[src/rtl/dmem_arb_pkg.sv]
// Shared types and default sizing for the data-memory port arbiter.
// The owner enum records which requester held the previous grant.
package dmem_arb_pkg;

    localparam int ADDR_W_DEF         = 8;
    localparam int DATA_W_DEF         = 8;
    localparam int HOST_BURST_MAX_DEF = 4;
    localparam int CPU_RUN_MAX_DEF    = 8;

    typedef enum logic [1:0] {
        OWN_IDLE = 2'd0,
        OWN_CPU  = 2'd1,
        OWN_HOST = 2'd2
    } owner_e;

endpackage

[src/rtl/arb_sat_counter.sv]
// Saturating run-length counter: counts up to MAX and holds there.
// Clear wins over increment.
module arb_sat_counter #(
    parameter int MAX = 4
) (
    input  logic                         clk,
    input  logic                         reset,
    input  logic                         inc,
    input  logic                         clr,
    output logic                         at_max,
    output logic [$clog2(MAX+1)-1:0]     count
);

    localparam int W = $clog2(MAX + 1);
    localparam logic [W-1:0] MAX_V = W'(MAX);

    logic [W-1:0] count_reg;

    always_ff @(posedge clk) begin
        if (reset) begin
            count_reg <= '0;
        end else if (clr) begin
            count_reg <= '0;
        end else if (inc && (count_reg != MAX_V)) begin
            count_reg <= count_reg + 1'b1;
        end
    end

    assign at_max = (count_reg == MAX_V);
    assign count  = count_reg;

endmodule

[src/rtl/dmem_port_arbiter.sv]
// Shares the single-port data memory between the execute stage (CPU) and a host port,
// with bounded-latency fairness in both directions and a stall output to the pipeline.
module dmem_port_arbiter
    import dmem_arb_pkg::*;
#(
    parameter int ADDR_W         = ADDR_W_DEF,
    parameter int DATA_W         = DATA_W_DEF,
    parameter int HOST_BURST_MAX = HOST_BURST_MAX_DEF,
    parameter int CPU_RUN_MAX    = CPU_RUN_MAX_DEF
) (
    input  logic              clk,
    input  logic              reset,
    input  logic              cpu_req,
    input  logic              cpu_we,
    input  logic [ADDR_W-1:0] cpu_addr,
    input  logic [DATA_W-1:0] cpu_wdata,
    output logic              cpu_stall,
    output logic              cpu_rvalid,
    output logic [DATA_W-1:0] cpu_rdata,
    input  logic              host_req,
    input  logic              host_we,
    input  logic [ADDR_W-1:0] host_addr,
    input  logic [DATA_W-1:0] host_wdata,
    output logic              host_gnt,
    output logic              host_rvalid,
    output logic [DATA_W-1:0] host_rdata,
    output logic [ADDR_W-1:0] mem_addr,
    output logic              mem_we,
    output logic [DATA_W-1:0] mem_wdata,
    input  logic [DATA_W-1:0] mem_rdata
);

    localparam int HRW = $clog2(HOST_BURST_MAX + 1);
    localparam int CRW = $clog2(CPU_RUN_MAX + 1);
    localparam logic [HRW-1:0] HOST_MAX_V = HRW'(HOST_BURST_MAX);

    owner_e            state_reg, state_next;
    logic              cpu_grant, host_grant;
    logic              host_at_max, cpu_at_max;
    logic [HRW-1:0]    host_run;
    logic [CRW-1:0]    cpu_run;
    logic              cpu_run_unused;
    logic [ADDR_W-1:0] addr_hold_reg;
    logic [DATA_W-1:0] wdata_hold_reg;
    logic              cpu_rvalid_reg, host_rvalid_reg;
    logic [DATA_W-1:0] cpu_rdata_reg, host_rdata_reg;

    // Host run clears on any cycle the host is not granted (including a mid-burst drop).
    arb_sat_counter #(.MAX(HOST_BURST_MAX)) u_host_run (
        .clk    (clk),
        .reset  (reset),
        .inc    (host_grant),
        .clr    (~host_grant),
        .at_max (host_at_max),
        .count  (host_run)
    );

    // CPU run only accumulates while the host is actually waiting.
    arb_sat_counter #(.MAX(CPU_RUN_MAX)) u_cpu_run (
        .clk    (clk),
        .reset  (reset),
        .inc    (cpu_grant & host_req),
        .clr    (~(cpu_grant & host_req)),
        .at_max (cpu_at_max),
        .count  (cpu_run)
    );

    assign cpu_run_unused = ^cpu_run;

    always_ff @(posedge clk) begin
        if (reset) begin
            state_reg <= OWN_IDLE;
        end else begin
            state_reg <= state_next;
        end
    end

    always_comb begin
        state_next = OWN_IDLE;
        if (host_grant) begin
            state_next = OWN_HOST;
        end else if (cpu_grant) begin
            state_next = OWN_CPU;
        end
    end

    // Grants are suppressed during reset so nothing issued in that cycle has any effect.
    always_comb begin
        cpu_grant  = 1'b0;
        host_grant = 1'b0;
        if (!reset) begin
            if (cpu_req && host_req) begin
                if (host_at_max) begin
                    cpu_grant = 1'b1;
                end else if (cpu_at_max) begin
                    host_grant = 1'b1;
                end else if ((state_reg == OWN_HOST) && (host_run < HOST_MAX_V)) begin
                    host_grant = 1'b1;
                end else begin
                    cpu_grant = 1'b1;
                end
            end else begin
                cpu_grant  = cpu_req;
                host_grant = host_req;
            end
        end
    end

    always_comb begin
        mem_we    = 1'b0;
        mem_addr  = addr_hold_reg;
        mem_wdata = wdata_hold_reg;
        if (host_grant) begin
            mem_we    = host_we;
            mem_addr  = host_addr;
            mem_wdata = host_wdata;
        end else if (cpu_grant) begin
            mem_we    = cpu_we;
            mem_addr  = cpu_addr;
            mem_wdata = cpu_wdata;
        end
    end

    assign cpu_stall = cpu_req & ~cpu_grant;
    assign host_gnt  = host_grant;

    // Idle cycles replay the last granted address/data so the memory inputs stay quiet.
    always_ff @(posedge clk) begin
        if (reset) begin
            addr_hold_reg  <= '0;
            wdata_hold_reg <= '0;
        end else if (cpu_grant || host_grant) begin
            addr_hold_reg  <= mem_addr;
            wdata_hold_reg <= mem_wdata;
        end
    end

    always_ff @(posedge clk) begin
        if (reset) begin
            cpu_rvalid_reg  <= 1'b0;
            host_rvalid_reg <= 1'b0;
            cpu_rdata_reg   <= '0;
            host_rdata_reg  <= '0;
        end else begin
            cpu_rvalid_reg  <= cpu_grant & ~cpu_we;
            host_rvalid_reg <= host_grant & ~host_we;
            if (cpu_grant && !cpu_we) begin
                cpu_rdata_reg <= mem_rdata;
            end
            if (host_grant && !host_we) begin
                host_rdata_reg <= mem_rdata;
            end
        end
    end

    assign cpu_rvalid  = cpu_rvalid_reg;
    assign host_rvalid = host_rvalid_reg;
    assign cpu_rdata   = cpu_rdata_reg;
    assign host_rdata  = host_rdata_reg;

endmodule

[config.mk]
export PLATFORM = sky130hd
export DESIGN_NAME = dmem_port_arbiter
export DESIGN_NICKNAME = d
export VERILOG_FILES = /design/src/rtl/dmem_arb_pkg.sv /design/src/rtl/arb_sat_counter.sv /design/src/rtl/dmem_port_arbiter.sv
export SDC_FILE = /design/constraint.sdc
export NUM_CORES = 1
export LEC_CHECK = 0
export BUFFER_PORTS_ARGS = -buffer_cell sky130_fd_sc_hd__buf_4
export CAP_MARGIN = 20
export CORE_MARGIN = 4
export CORE_UTILIZATION = 48
export CTS_CLUSTER_DIAMETER = 120
export DETAILED_ROUTE_END_ITERATION = 10
export PLACE_DENSITY_LB_ADDON = 0.08
export SYNTH_ARGS = -nofsm -noshare
export SYNTH_HDL_FRONTEND = slang
export SYNTH_SLANG_ARGS = --single-unit
[constraint.sdc]
create_clock -name clk -period 2.2 [get_ports clk]
set_clock_uncertainty 0.15 [all_clocks]
set_input_delay 0.11 -clock clk [delete_from_list [all_inputs] [get_ports clk]]
set_output_delay 0.11 -clock clk [all_outputs]
set_load 0.1 [all_outputs]
==> impl_metrics.toml <==
[critical_path]
max_stage_delay_ns = 0.43
path_max_fanout = 4
r2r-start = "u_cpu_run.count[0]"
reg2reg_depth = 9
cp.arrival_ns = 1.99
worstSetupPathType = "reg2out"
reg2reg_setup_slack_ns = 0.23
start_kind = "register"
r2r-end = "host_rdata[4]"
crit_required_ns = 1.94
worstSetupEndpointType = "output port"
cp_top_family = "simple AND/OR/NAND/NOR gates"
crit_chain = "or3b_4 -> a21boi_4 -> buf_2 -> o211ai_1 -> nand3_2 -> buf_12"
critPathSlowestCell = "or3b_4"
crit_cells = 6
cp.buffers_inverters = 2

[final_layout]
regArea_um2 = 867.1
final_cell_count_no_fill = 436
syn_to_final_growth_pct = 77.24
drive_above_1_share_pct = 39.74
final_core_util_pct = 90.36
nets = 434
fillers = 178
multi_input_area_um2 = 1231

[sta]
setup_viol = 7
fmax_mhz = 445.0
fin_crit_sh_pct = 102.1
holdWs_ns = 0.004479
final_hold_viol_count = 0
slew_headroom_pct = 28.45
max_slew.worst_pin.slew_ns = 1.068
timing.final.ws_setup_ns = -0.04724
maxSlewViolCount = 0
min_period_ns = 2.247
rsz0062_at_grt = "true"

[status]
violations = "setup timing"
outcome = "finished, violations left"

[route]
drc = 0
routedWlPerCell_um = 17.80
dr.first_iter.drc_count = 228
drt_wl_total_um = 7762
ant_nets = 0
num_vias = 2472
dr.pass1.iters = 5
viasPerCell = 5.670

[global_route]
grt_pass1_wl_um = 10850
grt-ovfl-total = 0
grt_pass1_vias = 2401
grtUsageTotal_pct = 25.75
antenna_found_initial = 0
grt_max_degree = 25

[synthesis]
ys_seq_area_share_pct = 41.32
yosys.area.top_type = "dfxtp_1"
syn_area_per_cell_um2 = 8.300
async_reset_ff_share_pct = 0
yosys-top-cells-count = "nand2_1, dfxtp_1, nand3_1"
synth_cells = 251
netlist_area_um2 = 2083
synth.top_cell.area_share_pct = 41.32
synth_edf_count = 0
yosys-top-cells-area = "dfxtp_1, nand2_1, nand3_1"
synth.most_common_cell = "nand2_1"
yosys_warnings = 0
ys_ff_latch = 43
ys.flop_type = "dfxtp_1"
synthDistinctLibCells = 36
synth_nets = 301

[place]
io_buffer_count = 82
place_congestion = 0.7815
place_hpwl_um = 4130
dp_cells = 379

[cts]
cts_buffers = 5
path_clk_slew_ns = 0.08
ctsRootBufferMaster = "clkbuf_8"
htreeDepth = 2
cts.sinks = 43
clock_path_buffers = 2
cts_tree = "done"
clock_latency_ns = 0.29

[hold_path]
min_path_type = "in2reg"
hold_end = "addr_hold_reg[4]"
whs_path_depth = 3
hp-start = "cpu_addr[4]"

[die]
dieArea_um2 = 5458
start_util_pct = 50.98
io_pins = 83
die_w_um = 73.88
core_area_um2 = 4086
die_y_um = 73.88
floorplan.rows = 23

[flow_run]
cap_violations = 0

[power_and_ir_drop]
leakagePower_nw = 1.793
power_w = 0.002432
powerDensity_nw_per_um2 = 658.7
peakVddDrop_mv = 0.5231
[how the worst max path moves through the flow]
| stage | to | startpoint | slack (ns) |
|---|---|---|---|
| final | mem_addr[5] | u_host_run.count[2] | -0.05 |
| after CTS | mem_addr[7] | u_host_run.count[2] | 0.001 |
| after detailed placement | mem_wdata[0] | u_cpu_run.count[0] | 0.24 |
| after global routing | mem_wdata[3] | u_cpu_run.count[0] | -0.12 |
| after global placement | mem_we | u_cpu_run.count[0] | 0.27 |
| after floorplan | cpu_stall | u_cpu_run.count[0] | -0.10 |
[cell families (layout without fill, tap and decap cells)]
kind of cell / count (synthesis) / count (layout) / synth area share [%]
flip-flops: 43 / 43 / 41.32
multiplexers: 8 / 8 / 3.844
buffers and inverters: 22 / 156 / 4.565
AND/OR/NAND/NOR: 134 / 134 / 31.47
adder cells (fa/ha/maj): 4 / 4 / 2.402
other: 0 / 1 / 0
XOR/XNOR: 4 / 4 / 1.682
AO/OA/AOI/OAI: 36 / 36 / 14.71
[tightest hold or removal path: stages]
cell,delay (ns)
buf_4,0.08
nand4_1,0.12
nand3_1,0.11
[power by group]
group / switching, W / leakage (nW) / internal (W) / total [W]
sequential: 0.0000225 / 0.354 / 0.000818 / 0.000841
combinational: 0.000560 / 1.37 / 0.000315 / 0.000874
clock: 0.000264 / 0.0654 / 0.000454 / 0.000717
total: 0.000846 / 1.79 / 0.00159 / 0.00243
[area by class of cell]
| type | instances | area share, % |
|---|---|---|
| clock inverters | 2 | 1.627 |
| well taps | 50 | 1.694 |
| flip-flops and latches | 43 | 23.48 |
| inverters | 6 | 0.7116 |
| diodes | 1 | 0.06777 |
| clock buffers | 6 | 1.965 |
| repair buffers | 142 | 37.11 |
| multi-input cells | 186 | 33.34 |
[cells in the final DEF (no fill, tap or decap), types with 3 or more instances in the layout]
| cell type | n |
|---|---|
| and3_2 | 3 |
| buf_12 | 16 |
| buf_4 | 86 |
| buf_6 | 3 |
| clkbuf_8 | 5 |
| dfxtp_1 | 40 |
| dlygate4sd3_1 | 35 |
| ha_1 | 3 |
| inv_1 | 3 |
| mux2i_1 | 8 |
| nand2_1 | 59 |
| nand3_1 | 26 |
| nand3_2 | 16 |
| nand4_1 | 16 |
| nor2b_1 | 3 |
| o211ai_1 | 24 |
| xnor2_1 | 3 |
[per-layer routing]
metal  vias up  global-route usage, %  wire (um)
met5         -                      0          0
met4         0                  9.054        183
met3        24                  5.609        610
met2       132                  45.77       4100
met1      1149                  30.16       2867
li1       1167                      -          -
[what timing repair did]
| item | in CTS | in global routing |
|---|---|---|
| setup buffers | 1 | 11 |
| setup endpoints to repair | 17 | 18 |
| gates resized for setup | 35 | 28 |
| hold endpoints to repair | 38 | 0 |
| hold buffers | 35 | 0 |
| cloned | 0 | 1 |
| pin swaps | 2 | 9 |
[per-stage QoR]
| step | setup slack [ns] | setup TNS [ns] | cell area, um2 |
|---|---|---|---|
| finish | -0.04724 | -0.2063 | 3692 |
| CTS | 0.0009881 | 0 | 3496 |
| global route | -0.1207 | -1.231 | 3690 |
| detailed placement | 0.2414 | 0 | 2867 |
| global placement | 0.2731 | 0 | 2867 |
| floorplan | -0.1045 | -0.1809 | 2166 |
Note: power is estimated with default switching activity, not from simulation.
